## config.mk

```make
export PLATFORM = sky130hd
export DESIGN_NAME = fetch_unit_flat
export DESIGN_NICKNAME = d
export VERILOG_FILES = /design/src/rtl/fetch_unit_if.sv /design/src/rtl/fetch_unit.sv /design/src/flat_wrapper.sv
export SDC_FILE = /design/constraint.sdc
export NUM_CORES = 1
export LEC_CHECK = 0
export CORE_UTILIZATION = 55
export CTS_BUF_LIST = sky130_fd_sc_hd__clkbuf_2 sky130_fd_sc_hd__clkbuf_4 sky130_fd_sc_hd__clkbuf_8
export CTS_CLUSTER_SIZE = 20
export DETAILED_ROUTE_END_ITERATION = 6
export PLACE_DENSITY = 0.76
export SYNTH_ARGS = -nofsm -noshare
export SYNTH_HDL_FRONTEND = slang
export SYNTH_SLANG_ARGS = --single-unit
```

## constraint.sdc

```tcl
create_clock -name clk -period 10.6 [get_ports clk]
set_clock_uncertainty 0.05 [all_clocks]
set_input_delay 1.06 -clock clk [delete_from_list [all_inputs] [get_ports clk]]
set_output_delay 1.06 -clock clk [all_outputs]
set_load 0.05 [all_outputs]
```

## src/rtl/fetch_unit_if.sv

```systemverilog
// rtl/fetch_unit_if.sv - fetch unit bus bundle: redirects, imem port, decode lanes
// master: fetch_unit side (drives imem_addr/imem_rmask, inst_valid/inst/inst_pc, fq_count)
// slave : environment side (drives redirects, imem_rdata/imem_resp, inst_ready)
interface fetch_unit_if #(
  parameter int SS       = 2,
  parameter int FQ_DEPTH = 8
);
  logic                          commit_redirect_valid;
  logic [31:0]                   commit_redirect_pc;
  logic                          decode_redirect_valid;
  logic [31:0]                   decode_redirect_pc;
  logic [31:0]                   imem_addr;
  logic [3:0]                    imem_rmask;
  logic [31:0]                   imem_rdata;
  logic                          imem_resp;
  logic [SS-1:0]                 inst_valid;
  logic [SS*32-1:0]              inst;
  logic [SS*32-1:0]              inst_pc;
  logic                          inst_ready;
  logic [$clog2(FQ_DEPTH):0]     fq_count;

  modport master (
    input  commit_redirect_valid, commit_redirect_pc,
    input  decode_redirect_valid, decode_redirect_pc,
    output imem_addr, imem_rmask,
    input  imem_rdata, imem_resp,
    output inst_valid, inst, inst_pc, fq_count,
    input  inst_ready
  );

  modport slave (
    output commit_redirect_valid, commit_redirect_pc,
    output decode_redirect_valid, decode_redirect_pc,
    input  imem_addr, imem_rmask,
    output imem_rdata, imem_resp,
    input  inst_valid, inst, inst_pc, fq_count,
    output inst_ready
  );
endinterface

```

## src/rtl/fetch_unit.sv

```systemverilog
// rtl/fetch_unit.sv - instruction fetch unit with decoupling circular fetch queue
// clk, rst : clock, asynchronous active-high reset
// bus      : fetch_unit_if.master (redirect inputs, single-outstanding imem port,
//            SS head-first decode lanes with inst_ready, queue occupancy)
module fetch_unit #(
  parameter int          SS       = 2,
  parameter int          FQ_DEPTH = 8,
  parameter logic [31:0] RESET_PC = 32'h6000_0000
) (
  input  logic         clk,
  input  logic         rst,
  fetch_unit_if.master bus
);
  localparam int AW = (FQ_DEPTH > 1) ? $clog2(FQ_DEPTH) : 1;
  localparam int CW = $clog2(FQ_DEPTH) + 1;
  localparam logic [CW-1:0] DEPTH_C = CW'(FQ_DEPTH);
  localparam logic [CW-1:0] SS_C    = CW'(SS);

  typedef enum logic [1:0] {IDLE, WAIT, STALE} state_t;

  state_t        state, state_next;
  logic [31:0]   fetch_pc;
  logic [AW-1:0] head, tail;
  logic [CW-1:0] count;
  logic [31:0]   q_inst [FQ_DEPTH];
  logic [31:0]   q_pc   [FQ_DEPTH];

  logic          redirect;
  logic [31:0]   redirect_pc;
  logic          issue;
  logic          enq;
  logic [CW-1:0] n_pop;

  always_comb begin
    redirect    = bus.commit_redirect_valid | bus.decode_redirect_valid;
    redirect_pc = bus.commit_redirect_valid ? bus.commit_redirect_pc : bus.decode_redirect_pc;
    // count<FQ_DEPTH reserves a slot for the single outstanding response
    issue       = (state == IDLE) && (count < DEPTH_C) && !redirect;
    enq         = (state == WAIT) && bus.imem_resp && !redirect;
    n_pop       = '0;
    if (bus.inst_ready && !redirect)
      n_pop = (count < SS_C) ? count : SS_C;
  end

  always_comb begin
    state_next = state;
    case (state)
      IDLE:    if (issue) state_next = WAIT;
      // a redirect while waiting leaves an old-path response in flight
      WAIT: begin
        if (bus.imem_resp)  state_next = IDLE;
        else if (redirect)  state_next = STALE;
      end
      STALE:   if (bus.imem_resp) state_next = IDLE;
      default: state_next = IDLE;
    endcase
  end

  always_ff @(posedge clk or posedge rst) begin
    if (rst) begin
      state    <= IDLE;
      fetch_pc <= RESET_PC;
      head     <= '0;
      tail     <= '0;
      count    <= '0;
    end else begin
      state <= state_next;
      if (redirect) begin
        fetch_pc <= redirect_pc;
        head     <= tail;
        count    <= '0;
      end else begin
        if (enq) begin
          fetch_pc <= fetch_pc + 32'd4;
          tail     <= tail + AW'(1);
        end
        head  <= head + n_pop[AW-1:0];
        count <= count + CW'(enq) - n_pop;
      end
    end
  end

  always_ff @(posedge clk) begin
    if (enq) begin
      q_inst[tail] <= bus.imem_rdata;
      q_pc[tail]   <= fetch_pc;
    end
  end

  always_comb begin
    bus.imem_addr  = fetch_pc;
    bus.imem_rmask = issue ? 4'hF : 4'h0;
    bus.fq_count   = count;
    for (int i = 0; i < SS; i++) begin
      bus.inst_valid[i]       = count > CW'(i);
      bus.inst[i*32 +: 32]    = q_inst[head + AW'(i)];
      bus.inst_pc[i*32 +: 32] = q_pc[head + AW'(i)];
    end
  end
endmodule

```

## src/flat_wrapper.sv

```systemverilog
// flat-port wrapper written by rule: the top's interface ports become plain ports
module fetch_unit_flat 
#(
  parameter int          SS       = 2,
  parameter int          FQ_DEPTH = 8,
  parameter logic [31:0] RESET_PC = 32'h6000_0000
)
  (clk, rst, bus_commit_redirect_valid, bus_commit_redirect_pc, bus_decode_redirect_valid, bus_decode_redirect_pc, bus_imem_addr, bus_imem_rmask, bus_imem_rdata, bus_imem_resp, bus_inst_valid, bus_inst, bus_inst_pc, bus_fq_count, bus_inst_ready);
  fetch_unit_if #(.SS(SS), .FQ_DEPTH(FQ_DEPTH)) bus_i ();
  input  logic clk;
  input  logic rst;
  input wire logic [$bits(bus_i.commit_redirect_valid)-1:0] bus_commit_redirect_valid;
  input wire logic [$bits(bus_i.commit_redirect_pc)-1:0] bus_commit_redirect_pc;
  input wire logic [$bits(bus_i.decode_redirect_valid)-1:0] bus_decode_redirect_valid;
  input wire logic [$bits(bus_i.decode_redirect_pc)-1:0] bus_decode_redirect_pc;
  output wire logic [$bits(bus_i.imem_addr)-1:0] bus_imem_addr;
  output wire logic [$bits(bus_i.imem_rmask)-1:0] bus_imem_rmask;
  input wire logic [$bits(bus_i.imem_rdata)-1:0] bus_imem_rdata;
  input wire logic [$bits(bus_i.imem_resp)-1:0] bus_imem_resp;
  output wire logic [$bits(bus_i.inst_valid)-1:0] bus_inst_valid;
  output wire logic [$bits(bus_i.inst)-1:0] bus_inst;
  output wire logic [$bits(bus_i.inst_pc)-1:0] bus_inst_pc;
  output wire logic [$bits(bus_i.fq_count)-1:0] bus_fq_count;
  input wire logic [$bits(bus_i.inst_ready)-1:0] bus_inst_ready;
  assign bus_i.commit_redirect_valid = bus_commit_redirect_valid;
  assign bus_i.commit_redirect_pc = bus_commit_redirect_pc;
  assign bus_i.decode_redirect_valid = bus_decode_redirect_valid;
  assign bus_i.decode_redirect_pc = bus_decode_redirect_pc;
  assign bus_imem_addr = bus_i.imem_addr;
  assign bus_imem_rmask = bus_i.imem_rmask;
  assign bus_i.imem_rdata = bus_imem_rdata;
  assign bus_i.imem_resp = bus_imem_resp;
  assign bus_inst_valid = bus_i.inst_valid;
  assign bus_inst = bus_i.inst;
  assign bus_inst_pc = bus_i.inst_pc;
  assign bus_fq_count = bus_i.fq_count;
  assign bus_i.inst_ready = bus_inst_ready;
  fetch_unit #(.SS(SS), .FQ_DEPTH(FQ_DEPTH), .RESET_PC(RESET_PC)) u_core (.clk(clk), .rst(rst), .bus(bus_i));
endmodule
```

==> flow_metrics.env <==
export IMPL_total_power_w=0.00847
export IMPL_root_buffer="clkbuf_8"
export IMPL_pre_cts_slack_ns=4.96
export IMPL_core_area_um2=46600
export IMPL_cp_start_kind="flop"
export IMPL_grt_max_degree=149
export IMPL_dp_hpwl_um=35500
export IMPL_htree_levels=3
export IMPL_synth_edf_count=512
export IMPL_cts_inserted_buffers=85
export IMPL_ant_nets=0
export IMPL_place_congestion=0.844
export IMPL_synth_area_um2=25900
export IMPL_post_cts_buffers=0
export IMPL_maxCapViolations=0
export IMPL_period_needed_ns=6.27
export IMPL_via_per_inst=6.37
export IMPL_status="completed"
export IMPL_syn2layout_area_growth_pct=19.2
export IMPL_ir_drop_mv=0.247
export IMPL_first_global_vias=15200
export IMPL_drive_above_1_share_pct=33.7
export IMPL_fp_dieW_um=219
export IMPL_clock_latency_ns=0.65
export IMPL_die_y_um=219
export IMPL_setup_viol=0
export IMPL_ioPinCount=272
export IMPL_fin_ws_ns=4.33
export IMPL_globalRouteTotalUtil_pct=25.6
export IMPL_route_detailed_drc=0
export IMPL_leakage_nw=9.84
export IMPL_criticalPathCategory="flop to output pin"
export IMPL_max_freq_mhz=159
export IMPL_ys_warn_count=0
export IMPL_relSlewSlack_pct=26.9
export IMPL_numPortBuffers=271
export IMPL_ys_seq_elements=556
export IMPL_clk_path_buf_depth=3
export IMPL_dieArea_um2=48000
export IMPL_avgRoutedWirePerCell_um=26.1
export IMPL_nNetsFinal=1722
export IMPL_syn_avg_cell_area_um2=19.7
export IMPL_grt_remaining_overflow=0
export IMPL_grt_pass1_wl_um=90000
export IMPL_rows=79
export IMPL_n_antenna_cell=0
export IMPL_drtIter0Drc=1174
export IMPL_wl_um=59600
export IMPL_ys_flop_type="edfxtp_1"
export IMPL_worst_pin_slew_ns=1.09
export IMPL_initial_utilization_pct=55.7
export IMPL_hold_violations=0
export IMPL_critPathMaxFanout=69
export IMPL_cts_resized=0
export IMPL_synth_cells=1319
export IMPL_cts_hold_buf=0
export IMPL_antenna_found_initial=0
export IMPL_cp_required_ns=9.49
export IMPL_synth_nets=1433
export IMPL_arrival_ns=5.16
export IMPL_synth_cell_type_count=60
export IMPL_end_kind="output pin"
export IMPL_dr_pass1_iters=5
export IMPL_clk_pin_slew_ns=0.06
export IMPL_finalSetupTns_ns=0
export IMPL_cts_tree="built"
export IMPL_maxSlewViolCount=0
export IMPL_p_per_area_nw_per_um2=274
export IMPL_fin_crit_sh_pct=59.2
export IMPL_cts_sinks=556
export IMPL_async_flop_share_pct=7.91
export IMPL_rsz0062_at_grt="no"
export IMPL_route_vias_total=14500
export IMPL_hold_class="flop to flop"
export IMPL_ys_seq_area_share_pct=63.5
## cells in the mapped netlist, drive strengths merged, types with 16 or more instances
cell type    n  share of area [%]
nand3       16               0.31
dfrtp       42                4.1
a21oi       26               0.52
clkbuf      37               0.54
nor2        19               0.27
nand2       42               0.61
nor3        17               0.39
edfxtp     512                 59
buf         54                1.1
mux2       128                5.6
xnor2       16               0.54
mux4       256                 22
## power breakdown
group / leakage (nW) / internal [W] / switching, W
clock network: 0.875 / 0.000942 / 0.000802
logic: 3.82 / 0.00180 / 0.00232
registers: 5.14 / 0.00245 / 0.000159
## layout make-up
type	count	area, µm²
sequential	556	16500
multi-input combinational	660	9090
clock buffer	116	1420
inverter	12	45.0
tap	607	759
fill	3069	15600
clock inverter	40	253
timing repair buffer	293	2890
## flip-flops by register name, summed over array words and instances, names as in the netlist
register,flops
u_core.q_pc,256
u_core.head,3
u_core.tail,3
u_core.state,2
u_core.q_inst,256
u_core.bus.fq_count,4
u_core.bus.imem_addr,32
## worst paths after layout
path	start	slack, ns	cells past startpoint	end
max	u_core.head[0]$_DFF_PP0_	4.33	5	bus_inst[63]
min	u_core.state[1]$_DFFE_PP0P_	0.50	1	u_core.state[0]$_DFFE_PP0P_
max reg2reg	u_core.state[1]$_DFFE_PP0P_	6.94	6	u_core.q_pc[3][17]$_DFFE_PP_
min reg2reg	u_core.state[1]$_DFFE_PP0P_	0.50	1	u_core.state[0]$_DFFE_PP0P_
max in group asynchronous	rst	8.90	2	u_core.head[2]$_DFF_PP0_
min in group asynchronous	rst	0.90	2	u_core.bus.imem_addr[18]$_DFFE_PP0P_
## layout by cell type, fill, tap and decap left out, drive strengths merged, types with 3 or more instances in the layout
| master | synthesis | layout |
|---|---|---|
| mux4 | 256 | 256 |
| ha | 10 | 10 |
| and4 | 3 | 3 |
| nand2 | 42 | 42 |
| o21ai | 15 | 15 |
| and2 | 3 | 3 |
| o22ai | 5 | 5 |
| nand3 | 16 | 16 |
| mux2 | 128 | 128 |
| nor3 | 17 | 17 |
| buf | 54 | 23 |
| dfrtp | 42 | 42 |
| a211oi | 12 | 12 |
| edfxtp | 512 | 512 |
| clkinv | 1 | 34 |
| nand2b | 4 | 4 |
| clkbuf | 37 | 116 |
| clkinvlp | 0 | 3 |
| nor2 | 19 | 19 |
| a21oi | 26 | 26 |
| xnor2 | 16 | 16 |
| mux2i | 8 | 8 |
| clkdlybuf4s50 | 0 | 270 |
| xor2 | 10 | 10 |
| a22oi | 4 | 4 |
| nor2b | 15 | 15 |
| inv | 11 | 12 |
| bufinv | 0 | 3 |
| nand4 | 11 | 11 |
| nor4 | 6 | 6 |
| and3 | 7 | 7 |
## through the flow
stage | area [µm²] | utilization (%) | hold slack [ns] | std cells
3_5_place_dp | 29300 | 62.9 | 0.497 | 2128
6_report | 30900 | 66.5 | 0.500 | 2284
4_1_cts | 30900 | 66.5 | 0.501 | 2284
2_1_floorplan | 25900 | - | 0.450 | 1319
3_3_place_gp | 29300 | 62.9 | 0.480 | 2128
5_1_grt | 30900 | 66.5 | 0.566 | 2284
## logic make-up after synthesis
logic type | after synthesis | synth area share [%]
flip-flops | 556 | 63.5
multiplexers | 392 | 28.1
AND/OR/NAND/NOR | 151 | 3.16
buffers and inverters | 103 | 1.78
AO/OA/AOI/OAI | 79 | 1.95
XOR/XNOR | 26 | 0.878
adder cells (fa/ha/maj) | 12 | 0.637
## routing by layer
metal | global-route usage (%) | share of wire [%] | up-vias
li1 | - | - | 6166
met1 | 35.0 | 40 | 7675
met2 | 42.4 | 51 | 626
met3 | 4.42 | 6.9 | 78
met4 | 7.55 | 1.8 | 0
met5 | 0 | 0 | -
## worst max-delay path, cell delays in order, from the launching register on
cell and delay (ns):
dfrtp_4 0.96, ha_4 0.86, buf_4 0.92, mux4_2 0.62, mux2_2 0.32, clkdlybuf4s50_1 0.71
No activity file was read; power rests on OpenSTA's default activity.
==> RTL edit: new RTL, config.mk and constraints unchanged <==
`RESET_PC` is set to 32'h6000_0000 in 2 places; all go to 32'h40000000.
--- a/src/rtl/fetch_unit.sv
+++ b/src/rtl/fetch_unit.sv
@@ -5,7 +5,7 @@
 module fetch_unit #(
   parameter int          SS       = 2,
   parameter int          FQ_DEPTH = 8,
-  parameter logic [31:0] RESET_PC = 32'h6000_0000
+  parameter logic [31:0] RESET_PC = 32'h40000000
 ) (
   input  logic         clk,
   input  logic         rst,
--- a/src/flat_wrapper.sv
+++ b/src/flat_wrapper.sv
@@ -3,7 +3,7 @@
 #(
   parameter int          SS       = 2,
   parameter int          FQ_DEPTH = 8,
-  parameter logic [31:0] RESET_PC = 32'h6000_0000
+  parameter logic [31:0] RESET_PC = 32'h40000000
 )
   (clk, rst, bus_commit_redirect_valid, bus_commit_redirect_pc, bus_decode_redirect_valid, bus_decode_redirect_pc, bus_imem_addr, bus_imem_rmask, bus_imem_rdata, bus_imem_resp, bus_inst_valid, bus_inst, bus_inst_pc, bus_fq_count, bus_inst_ready);
   fetch_unit_if #(.SS(SS), .FQ_DEPTH(FQ_DEPTH)) bus_i ();
Behaviour: not the same (a bounded check fails within 4 cycles, from zero or initial values and one cycle with rst high).
==> RTL edit against the original RTL <==
Setup slack gained 18 ps. Synthesized cell count is the same. Via count shrank 0.22%. Design area is essentially flat. Sequential power is essentially flat. Die area is essentially flat. Sequential cell count is the same. Routed wire length grew 0.72%. Cell count shrank 0.18%. Area after synthesis is essentially flat. Power shrank 0.36%. Largest power group unchanged.
==> RTL edit: results (changes against the original RTL) <==
status finished clean; grt met3 use 5.281% (+0.86 points); share of layout cells above drive strength 1 33.83% (+0.14 points); filler cell count 3052 (-0.55%); RR Endpoint u_core.q_inst[7][19]; CLK BUF 109 (-6.0%); met3 WL 4.693 mm (+14%); CTS buffer count 88 (+3.5%); register area share after synthesis 63.50% (about the same); compound-cell area share of the yosys netlist 1.953% (about the same); CP arrival 5150 ps (about the same); antenna violations before repair 1 (+1); Leak 9.834 nW (about the same); switching pwr 3.284 mW (about the same); vias in the first global route 15034 (-0.92%); nets 1726 (+0.23%); share of the core filled with cells 66.41% (about the same); largest net degree at the start of global routing 168 (+13%); routed vias/inst 6.365 (about the same); RD Place Congestion 0.8693 (+3.0%); clock-cell share of area 5.310% (-0.10 points); first-pass GRT wire length 89.62 mm (-0.41%); most area-consuming cells after synthesis edfxtp_1, mux4_2, mux2_2; slew margin rel. 26.51% (-0.38 points); Worst IR Drop VDD 0.2563 mV (+3.6%); met2 Track Usage GR 40.92% (-1.5 points); dpl cell area 29270 sq um (about the same); Post-Synth Adder-Cell Area 0.6365% (about the same); fraction of area in multi-input gates 29.40% (about the same); worst-path fanout max 65 (-5.8%); WL met2 29.36 mm (-3.2%); GRT met1 Usage 35.33% (+0.33 points); Seq cells 556 (unchanged); Syn. warnings 0 (unchanged); Iteration-0 DRC Markers 1380 (+18%); Finished Layout Cells 2280 (-0.18%); Gate power share 48.9% (+0.3 points)
[RTL edit: changes by cell type after synthesis]
cell and change:
dfrtp_1 +1, dfstp_2 -1
[RTL edit: critical path, cell delays in order (launching register included)]
cell	delay [ps]
dfrtp_4	1070
ha_4	880
buf_4	930
mux4_2	600
mux2_2	270
clkdlybuf4s50_1	690
[RTL edit: worst max-delay path by stage]
stage | start | endpoint | cells after the start
after floorplan | bus_decode_redirect_valid | u_core.q_inst[0][0] | 4
after global placement | u_core.head[1] | bus_inst[63] | 5
after detailed placement | u_core.head[1] | bus_inst[62] | 5
after CTS | u_core.head[1] | bus_inst[63] | 5
after global routing | u_core.head[1] | bus_inst[62] | 5
final | u_core.head[1] | bus_inst[63] | 5
[RTL edit: metrics by stage]
stage	worst slack (ps)	power (mW)	hold WS, ps
6_report	4344	8.440	495.9
5_1_grt	4015	8.774	545.3
4_1_cts	4178	8.526	490.3
3_5_place_dp	4904	6.809	501.9
3_3_place_gp	4904	6.787	477.3
2_1_floorplan	1986	5.703	449.9
